## src/rtl/cache_mem_arbiter.sv

```systemverilog
// Shares the single main-memory port between I-cache fills, D-cache fills and
// D-cache write-through stores; fills stream 8 word reads and steer returns.
module cache_mem_arbiter #(
  parameter int BLOCK_WORDS = 8
) (
  input  logic        clk,
  input  logic        rst,
  input  logic        i_miss,
  input  logic [15:0] i_miss_addr,
  input  logic        d_miss,
  input  logic [15:0] d_miss_addr,
  input  logic        d_write,
  input  logic [15:0] d_write_addr,
  input  logic [15:0] d_write_data,
  input  logic        mem_data_valid,
  output logic        mem_en,
  output logic        mem_wr,
  output logic [15:0] mem_addr,
  output logic [15:0] mem_data_in,
  output logic        i_data_valid,
  output logic        d_data_valid,
  output logic [3:0]  fill_offset,
  output logic        i_fill_done,
  output logic        d_fill_done,
  output logic        d_write_ack,
  output logic        i_busy,
  output logic        d_busy
);

  typedef enum logic [1:0] {
    IDLE   = 2'd0,
    WRITE  = 2'd1,
    FILL_I = 2'd2,
    FILL_D = 2'd3
  } state_t;

  localparam logic [3:0] ISSUE_MAX = 4'(BLOCK_WORDS);
  localparam logic [2:0] RECV_LAST = 3'(BLOCK_WORDS - 1);

  state_t      state_r, state_s;
  logic [3:0]  issue_cnt_r, issue_cnt_s;
  logic [2:0]  recv_cnt_r, recv_cnt_s;
  logic        last_fill_r, last_fill_s;
  logic [15:0] base_r, base_s;
  logic [15:0] wr_addr_r, wr_addr_s;
  logic [15:0] wr_data_r, wr_data_s;
  logic        issuing_s;
  logic        last_word_s;
  logic        filling_s;

  assign filling_s   = (state_r == FILL_I) || (state_r == FILL_D);
  assign issuing_s   = (issue_cnt_r != ISSUE_MAX);
  assign last_word_s = (recv_cnt_r == RECV_LAST);

  // State, counters and latched request registers.
  always_ff @(posedge clk or posedge rst) begin
    if (rst) begin
      state_r     <= IDLE;
      issue_cnt_r <= 4'd0;
      recv_cnt_r  <= 3'd0;
      last_fill_r <= 1'b0;
      base_r      <= 16'h0000;
      wr_addr_r   <= 16'h0000;
      wr_data_r   <= 16'h0000;
    end else begin
      state_r     <= state_s;
      issue_cnt_r <= issue_cnt_s;
      recv_cnt_r  <= recv_cnt_s;
      last_fill_r <= last_fill_s;
      base_r      <= base_s;
      wr_addr_r   <= wr_addr_s;
      wr_data_r   <= wr_data_s;
    end
  end

  // Next-state: store priority, round-robin between fills, fill sequencing.
  always_comb begin
    state_s     = state_r;
    issue_cnt_s = issue_cnt_r;
    recv_cnt_s  = recv_cnt_r;
    last_fill_s = last_fill_r;
    base_s      = base_r;
    wr_addr_s   = wr_addr_r;
    wr_data_s   = wr_data_r;
    case (state_r)
      IDLE: begin
        issue_cnt_s = 4'd0;
        recv_cnt_s  = 3'd0;
        if (d_write) begin
          state_s   = WRITE;
          wr_addr_s = d_write_addr;
          wr_data_s = d_write_data;
        end else if (i_miss && (!d_miss || last_fill_r)) begin
          // I wins alone, or on a tie when D was served last.
          state_s     = FILL_I;
          base_s      = i_miss_addr & 16'hFFF0;
          last_fill_s = 1'b0;
        end else if (d_miss) begin
          state_s     = FILL_D;
          base_s      = d_miss_addr & 16'hFFF0;
          last_fill_s = 1'b1;
        end else begin
          state_s = IDLE;
        end
      end
      WRITE: begin
        state_s = IDLE;
      end
      FILL_I, FILL_D: begin
        if (issuing_s) begin
          issue_cnt_s = issue_cnt_r + 4'd1;
        end else begin
          issue_cnt_s = issue_cnt_r;
        end
        if (mem_data_valid) begin
          recv_cnt_s = recv_cnt_r + 3'd1;
          if (last_word_s) begin
            state_s = IDLE;
          end else begin
            state_s = state_r;
          end
        end else begin
          recv_cnt_s = recv_cnt_r;
        end
      end
      default: begin
        state_s = IDLE;
      end
    endcase
  end

  // Memory port and cache steering, combinational from state and counters.
  always_comb begin
    mem_en       = 1'b0;
    mem_wr       = 1'b0;
    mem_addr     = 16'h0000;
    mem_data_in  = 16'h0000;
    i_data_valid = 1'b0;
    d_data_valid = 1'b0;
    fill_offset  = 4'd0;
    i_fill_done  = 1'b0;
    d_fill_done  = 1'b0;
    d_write_ack  = 1'b0;
    case (state_r)
      WRITE: begin
        mem_en      = 1'b1;
        mem_wr      = 1'b1;
        mem_addr    = wr_addr_r;
        mem_data_in = wr_data_r;
        d_write_ack = 1'b1;
      end
      FILL_I, FILL_D: begin
        fill_offset = {recv_cnt_r, 1'b0};
        if (issuing_s) begin
          mem_en   = 1'b1;
          mem_addr = base_r | {12'h000, issue_cnt_r[2:0], 1'b0};
        end else begin
          mem_en = 1'b0;
        end
        if (mem_data_valid && (state_r == FILL_I)) begin
          i_data_valid = 1'b1;
          i_fill_done  = last_word_s;
        end else if (mem_data_valid) begin
          d_data_valid = 1'b1;
          d_fill_done  = last_word_s;
        end else begin
          i_data_valid = 1'b0;
        end
      end
      default: begin
        mem_en = 1'b0;
      end
    endcase
  end

  assign i_busy = (state_r == FILL_I) || i_miss;
  assign d_busy = (state_r == FILL_D) || (state_r == WRITE) || d_miss || d_write;

  cache_mem_arbiter_chk u_chk (
    .clk          (clk),
    .rst          (rst),
    .filling      (filling_s),
    .mem_en       (mem_en),
    .mem_wr       (mem_wr),
    .i_data_valid (i_data_valid),
    .d_data_valid (d_data_valid),
    .i_fill_done  (i_fill_done),
    .d_fill_done  (d_fill_done),
    .d_write_ack  (d_write_ack)
  );

endmodule

// Protocol invariants of the arbiter outputs.
module cache_mem_arbiter_chk (
  input logic clk,
  input logic rst,
  input logic filling,
  input logic mem_en,
  input logic mem_wr,
  input logic i_data_valid,
  input logic d_data_valid,
  input logic i_fill_done,
  input logic d_fill_done,
  input logic d_write_ack
);
  a_wr_en:    assert property (@(posedge clk) disable iff (rst) mem_wr |-> mem_en);
  a_one_dv:   assert property (@(posedge clk) disable iff (rst) !(i_data_valid && d_data_valid));
  a_i_done:   assert property (@(posedge clk) disable iff (rst) i_fill_done |-> i_data_valid);
  a_d_done:   assert property (@(posedge clk) disable iff (rst) d_fill_done |-> d_data_valid);
  a_ack_wr:   assert property (@(posedge clk) disable iff (rst) d_write_ack |-> mem_wr);
  a_dv_fill:  assert property (@(posedge clk) disable iff (rst) (i_data_valid || d_data_valid) |-> filling);
endmodule
```

## config.mk

```make
export PLATFORM = sky130hd
export DESIGN_NAME = cache_mem_arbiter
export DESIGN_NICKNAME = d
export VERILOG_FILES = /design/src/rtl/cache_mem_arbiter.sv
export SDC_FILE = /design/constraint.sdc
export NUM_CORES = 1
export LEC_CHECK = 0
export ABC_AREA = 0
export CORE_UTILIZATION = 40
export CTS_BUF_LIST = sky130_fd_sc_hd__clkbuf_8
export DETAILED_ROUTE_END_ITERATION = 16
export PLACE_DENSITY = 0.77
export SETUP_SLACK_MARGIN = 0.2
export SLEW_MARGIN = 20
export SYNTH_ARGS = -nofsm -noshare
export SYNTH_HDL_FRONTEND = slang
export SYNTH_SLANG_ARGS = --single-unit
```

## constraint.sdc

```tcl
create_clock -name clk -period 3.7 [get_ports clk]
set_input_delay 0.555 -clock clk [delete_from_list [all_inputs] [get_ports clk]]
set_output_delay 0.555 -clock clk [all_outputs]
set_load 0.005 [all_outputs]
```

==> results of run 1 <==
[registers in the layout, indices dropped and copies added, names as in the netlist]
signal / flops
base_r: 12
issue_cnt_r: 4
last_fill_r: 1
recv_cnt_r: 3
state_r: 2
wr_addr_r: 16
wr_data_r: 16
[cell usage in the layout, fill, tap and decap left out, types with 2 or more instances in the layout]
master             n
nand2b_1           3
clkdlybuf4s50_1  105
o21ai_0            2
inv_1              5
clkbuf_8           6
mux2_2            33
mux2i_1            2
o221a_2           12
nand3_1            5
nand2_1            8
nor2b_1            3
a21oi_1            4
nor2_1             6
or3_1             13
and2_1            21
ha_1               4
dfrtp_1           54
buf_4              4
a22o_1            17
[cells in the mapped netlist (2+ instances only)]
library cell / instances
dfrtp_1: 54
mux2_2: 33
and2_1: 21
a22o_1: 17
or3_1: 13
o221a_2: 12
nand2_1: 8
clkbuf_1: 7
buf_2: 6
nor2_1: 6
inv_1: 5
nand3_1: 5
a21oi_1: 4
buf_4: 4
ha_1: 4
nor2b_1: 4
nand2b_1: 3
mux2i_1: 2
o21ai_0: 2
[metrics by stage]
stage / cells / worst slack, ns / instance area [µm²]
floorplan: 225 / 1.680 / 2660
global placement: 394 / 0.9642 / 3775
detailed placement: 394 / 0.9160 / 3775
CTS: 402 / 0.5672 / 3866
global route: 402 / 0.4146 / 3866
finish: 402 / 0.5716 / 3866
[routing by layer]
| metal | wire [µm] | vias to the layer above | part of all wire (%) | global-route usage [%] |
|---|---|---|---|---|
| met5 | 0 | - | 0 | 0 |
| met4 | 52 | 0 | 0.89 | 4.314 |
| met3 | 319 | 4 | 5.4 | 4.154 |
| met2 | 2733 | 69 | 47 | 28.09 |
| met1 | 2756 | 969 | 47 | 24.32 |
| li1 | - | 1014 | - | - |
[kinds of logic (layout without fill, tap and decap cells)]
kind of cell / Yosys count / after routing / share of synthesized area (%)
flip-flops: 54 / 54 / 50.80
other: 1 / 1 / 0.1410
XOR/XNOR: 2 / 2 / 0.6586
multiplexers: 35 / 35 / 14.72
buffers and inverters: 23 / 123 / 4.139
AND/OR/NAND/NOR: 66 / 66 / 14.39
adder cells (fa/ha/maj): 4 / 4 / 1.882
AO/OA/AOI/OAI: 40 / 40 / 13.26
[power groups by stage]
stage | Sequential (µW) | Combinational, µW | Clock, µW
2_1_floorplan | 1020 | 780 | 0
3_3_place_gp | 1070 | 1310 | 0
3_5_place_dp | 1090 | 1340 | 0
4_1_cts | 1070 | 1340 | 341
5_1_grt | 1120 | 1440 | 364
6_report | 1070 | 1320 | 330
[critical path: stages (launching register included)]
cell and delay (ns):
dfrtp_1 0.47, inv_1 0.10, ha_1 0.23, nand3b_1 0.16
and2_1 0.54, a22o_1 0.26, clkdlybuf4s50_1 0.52
[worst min-delay path by stage]
stage                     to           from  cells past startpoint
3_5_place_dp    wr_data_r[2]   wr_data_r[2]                      1
5_1_grt         wr_data_r[2]   wr_data_r[2]                      1
2_1_floorplan    last_fill_r    last_fill_r                      1
3_3_place_gp   wr_data_r[11]  wr_data_r[11]                      1
4_1_cts         wr_data_r[2]   wr_data_r[2]                      1
6_report        wr_addr_r[0]   wr_addr_r[0]                      1
[layout make-up]
cell class | instances | area (µm²)
sequential | 54 | 1351
fill | 542 | 2520
inverter | 5 | 18.77
timing repair buffer | 110 | 1101
tap | 77 | 96.34
clock buffer | 6 | 82.58
clock inverter | 2 | 8.758
multi-input combinational | 148 | 1207
==> metrics.md, run 1 <==
| Metric | Value |
|---|---|
| CP startpoint kind | register |
| Post-synth EDFFs | 0 |
| Drt pass-1 iters | 4 |
| Critical Path End | mem_addr[11] |
| Detailed Place HPWL | 4.202 mm |
| Worst Path Arrival | 2.57 ns |
| Post-CTS Setup Repair Bufs | 0 |
| Unrepaired setup endpoints after global routing | false |
| WS Path Type | register to primary output |
| Crit. End Element | primary output |
| Tmin final | 3.128 ns |
| Worst hold slack | 0.5036 ns |
| DIE AREA | 6981 µm² |
| Outcome | complete, no violations |
| Final net count | 398 |
| RR Endpoint | base_r[13] |
| Leakage | 0.001601 µW |
| Switching part of the total | 30.66% |
| Row count | 29 |
| Synth top area cells | dfrtp_1 51%, mux2_2 14%, a22o_1 5.6% |
| Setup violations, final | 0 |
| Worst clock skew | 0.003588 ns |
| Reg2Reg Setup Slack | 1.53 ns |
| Synth Net Count | 299 |
| Die Span Y | 83.55 µm |
| Maxcap violations | 0 |
| Setup TNS | 0 ns |
| Gpl congestion | 0.7642 |
| Yosys warning count | 0 |
| Slew Limit Headroom | 42.12% |
| CTS tree | built |
| Crit-path max FO | 15 |
| Die Wd | 83.55 µm |
| Clk Latency, worst-skew pair | 0.30 ns |
| Worst hold path type | register to register |
| Synth Instances | 225 |
| Antenna diode count | 0 |
| P per Cell Area | 704.5 nW/µm² |
| Power, Total | 2724 µW |
| Port bufs | 105 |
| Share of layout cells above drive strength 1 | 19.38% |
| Placeable Area | 6386 µm² |
| Post-cts resize count | 0 |
| CTS root buffer | clkbuf_8 |
| Number of antenna violations at the first check in global routing | 0 |
| Part of the power in registers | 39.4% |
| Vias in the first global route | 2004 |
| Critical R2R Launch | state_r[1] |
| DR DRC count | 0 |
| Peak supply drop | 0.3313 mV |
| Synth cell types | 34 |
| Post-synthesis cell area | 2660 µm² |
| First-pass GRT wire length | 9.880 mm |
| CTS sink count | 54 |
| Area growth syn-to-layout | 45.34% |
| Ys async rst share | 100.0% |
| CTS Buf Count | 5 |
| Critical path required time | 3.14 ns |
| Syn Area/Cell | 11.82 µm² |
| Worst-path clk slew | 0.09 ns |
| Final WL | 5.861 mm |
| Top Ports | 115 |
| Number of H-tree levels | 2 |
| Hold violation count in the final report | 0 |
| Internal power | 1889 µW |
| Switch Pwr | 835.0 µW |
| Starting DRC count in detailed routing | 88 |
| WL/cell | 14.58 µm |
| Final period utilization | 84.55% |
| Total gr overflow | 0 |
| Clock power share | 12.1% |
| Yosys reg bits | 54 |
| Largest net degree at the start of global routing | 40 |
| Reg2Reg Depth | 4 |
| CP Launch Point | issue_cnt_r[0] |
| Dominant synthesized flop cell | dfrtp_1 |
| Starting Density | 41.65% |
| GR Util All Layers | 17.60% |
| Slew Viols, Final | 0 |
| Top cell type's share of synthesized area | 50.80% |
| Total vias in the final route | 2056 |
| CTS Buffer Depth | 2 |
| Seq/Total Area, Yosys | 50.80% |
| Via density | 5.114 |
| Logic pwr share | 48.5% |
| Util after Layout | 60.54% |
| Area leader, netlist | dfrtp_1 |
| Final ANT Viol Nets | 0 |
| Worst Tran Pin Value | 0.8650 ns |
| Max Freq | 0.3196 GHz |
| Hold buffers post-CTS | 0 |
No activity file was read; power rests on OpenSTA's default activity.
==> run 2, diff against run 1 <==
==> constraint.sdc (replaced) <==
create_clock -name clk -period 2.9 [get_ports clk]
set_input_delay 0.435 -clock clk [delete_from_list [all_inputs] [get_ports clk]]
set_output_delay 0.435 -clock clk [all_outputs]
set_load 0.005 [all_outputs]
==> metrics.md, run 2 (same netlist as run 1, synthesis figures left out) <==
| Metric | Value |
|---|---|
| Die Span Y | 83.55 µm (unchanged) |
| Unrepaired setup endpoints after global routing | false |
| Most frequent cells in the layout | 105 x clkdlybuf4s50_1, 52 x dfrtp_1, 33 x mux2_2 |
| Total vias in the final route | 2083 (+1.3%) |
| Largest net degree at the start of global routing | 39 (-2.5%) |
| Critical R2R Launch | state_r[1] |
| Area occupied by multi-input gates | 1212 µm² (+0.41%) |
| CP bufs+invs | 3 (+1) |
| Number of H-tree levels | 2 (unchanged) |
| Starting Density | 41.65% (unchanged) |
| Final Non-Filler Cells | 407 (+1.2%) |
| Starting DRC count in detailed routing | 109 (+24%) |
| Final period utilization | 89.44% |
| Gpl congestion | 0.7448 (-2.5%) |
| Crit-path cells | inv_2 -> ha_2 -> nand3b_1 -> and2_4 -> buf_6 -> or2_2 -> clkdlybuf4s50_1 |
| Number of antenna violations at the first check in global routing | 0 (unchanged) |
| Critical path required time | 2.47 ns (-0.67 ns) |
| First-pass GRT wire length | 10.16 mm (+2.9%) |
| Clk Latency, worst-skew pair | 0.30 ns (about the same) |
| Peak supply drop | 0.4291 mV (+29%) |
| Hold violation count in the final report | 0 (unchanged) |
| Via density | 5.118 (about the same) |
| P per Cell Area | 898.7 nW/µm² (+28%) |
| CTS tree | built |
| Fillcell total | 519 (-4.2%) |
| Worst clock skew | 0.007801 ns (+0.004213 ns) |
| Outcome | complete, no violations |
| Row count | 29 (unchanged) |
| Tmin final | 2.594 ns |
| CTS root buffer | clkbuf_8 |
| Crit-path leading delay family | buffers and inverters |
| Final WL | 5.822 mm (-0.67%) |
| CTS sink count | 54 (unchanged) |
| Port bufs | 105 (unchanged) |
| Slew Viols, Final | 0 (unchanged) |
| DR DRC count | 0 (unchanged) |
| CTS Buf Count | 5 (unchanged) |
| Most common cell after layout, fill and taps aside | clkdlybuf4s50_1 |
| Reg area | 1354 µm² (+0.19%) |
| Reg2Reg Depth | 4 (unchanged) |
| Maxcap violations | 0 (unchanged) |
| Final ANT Viol Nets | 0 (unchanged) |
| Critical path's slowest cell | dfrtp_2 |
| Dpl cells | 397 (+0.76%) |
| Setup TNS | 0 ns (unchanged) |
| GR Util All Layers | 17.84% (+0.25 points) |
| Share of layout cells above drive strength 1 | 22.42% (+3.0 points) |
| Worst Path Arrival | 2.16 ns (-0.41 ns) |
| CTS Buffer Depth | 2 (unchanged) |
| Reg2Reg Setup Slack | 0.86 ns (-0.67 ns) |
| Final net count | 404 (+1.5%) |
| WL/cell | 14.30 µm (-1.9%) |
| Total gr overflow | 0 (unchanged) |
| Top Ports | 115 (unchanged) |
| Max Freq | 0.3856 GHz |
| Vias in the first global route | 2082 (+3.9%) |
| Slowest Stage Delay on Critical Path | 0.44 ns (-0.10 ns) |
| Worst-path clk slew | 0.09 ns (about the same) |
| Setup violations, final | 0 (unchanged) |
| Crit-path max FO | 13 (-2) |
| Antenna diode count | 0 (unchanged) |
| Area growth syn-to-layout | 46.99% |
| Placeable Area | 6386 µm² (unchanged) |
| DIE AREA | 6981 µm² (unchanged) |
| WS Path Type | register to primary output |
| Drt pass-1 iters | 4 (unchanged) |
| Crit. End Element | primary output |
| Leakage | 0.001621 µW (+1.3%) |
| Detailed Place HPWL | 4.337 mm (+3.2%) |
| Worst hold path type | input port to asynchronous set/reset pin |
| Die Wd | 83.55 µm (unchanged) |
| RR Endpoint | base_r[14] |
| Regs by FF count | wr_addr_r (16), wr_data_r (16), base_r (12) |
| CP startpoint kind | register |
run 2: cell count changes in the layout (fill, tap and decap cells not counted), sizes merged:
cell / before / now
clkbuf: 6 / 5
clkinv: 1 / 2
buf: 5 / 11
inv: 6 / 5
run 2: worst max-delay path by stage:
stage / from / end / slack [ns] / cells past startpoint
after floorplan: issue_cnt_r[0] / mem_addr[10] / 1.0 / 7
after global placement: issue_cnt_r[0] / mem_en / 0.47 / 7
after detailed placement: issue_cnt_r[0] / mem_en / 0.43 / 7
after CTS: issue_cnt_r[0] / mem_en / 0.22 / 7
after global routing: issue_cnt_r[0] / mem_en / 0.19 / 7
final: issue_cnt_r[0] / mem_en / 0.31 / 7
run 2: stage by stage:
step / power, µW / util (%) / area [µm²] / worst slack (ns) / hold WS [ns]
floorplan: 2301 / - / 2660 / 0.9999 / 0.4643
global placement: 3056 / 59.46 / 3797 / 0.4749 / 0.4794
detailed placement: 3118 / 59.46 / 3797 / 0.4258 / 0.4868
CTS: 3524 / 60.87 / 3887 / 0.2210 / 0.4110
global route: 3773 / 61.23 / 3910 / 0.1914 / 0.4371
finish: 3514 / 61.23 / 3910 / 0.3063 / 0.4073
run 2: where the power goes:
group | internal (µW) | switching [µW] | total, µW
clock network | 163 | 224 | 387
registers | 1130 | 256 | 1390
logic | 1140 | 595 | 1740
run 2: per-layer routing:
layer / share of wire [%] / global-route usage (%) / vias up
met5: 0 / 0 / -
met4: 1.3 / 5.085 / 0
met3: 5.0 / 3.264 / 7
met2: 48 / 29.51 / 76
met1: 45 / 24.11 / 988
li1: - / - / 1012
run 2: what timing repair did:
item | in CTS | in global routing
setup buffers | 1 | 2
hold buffers | 0 | 0
resized for setup | 2 | 4
hold endpoints to repair | 0 | 0
endpoints found under the setup margin | 13 | 13
run 2: layout make-up:
cell class | count | share of cell area [%]
flip-flops and latches | 54 | 34.62
multi-input cells | 148 | 31.01
repair buffers | 116 | 29.41
well taps | 77 | 2.464
clock buffers | 5 | 1.760
inverters | 5 | 0.4800
clock inverters | 2 | 0.2560
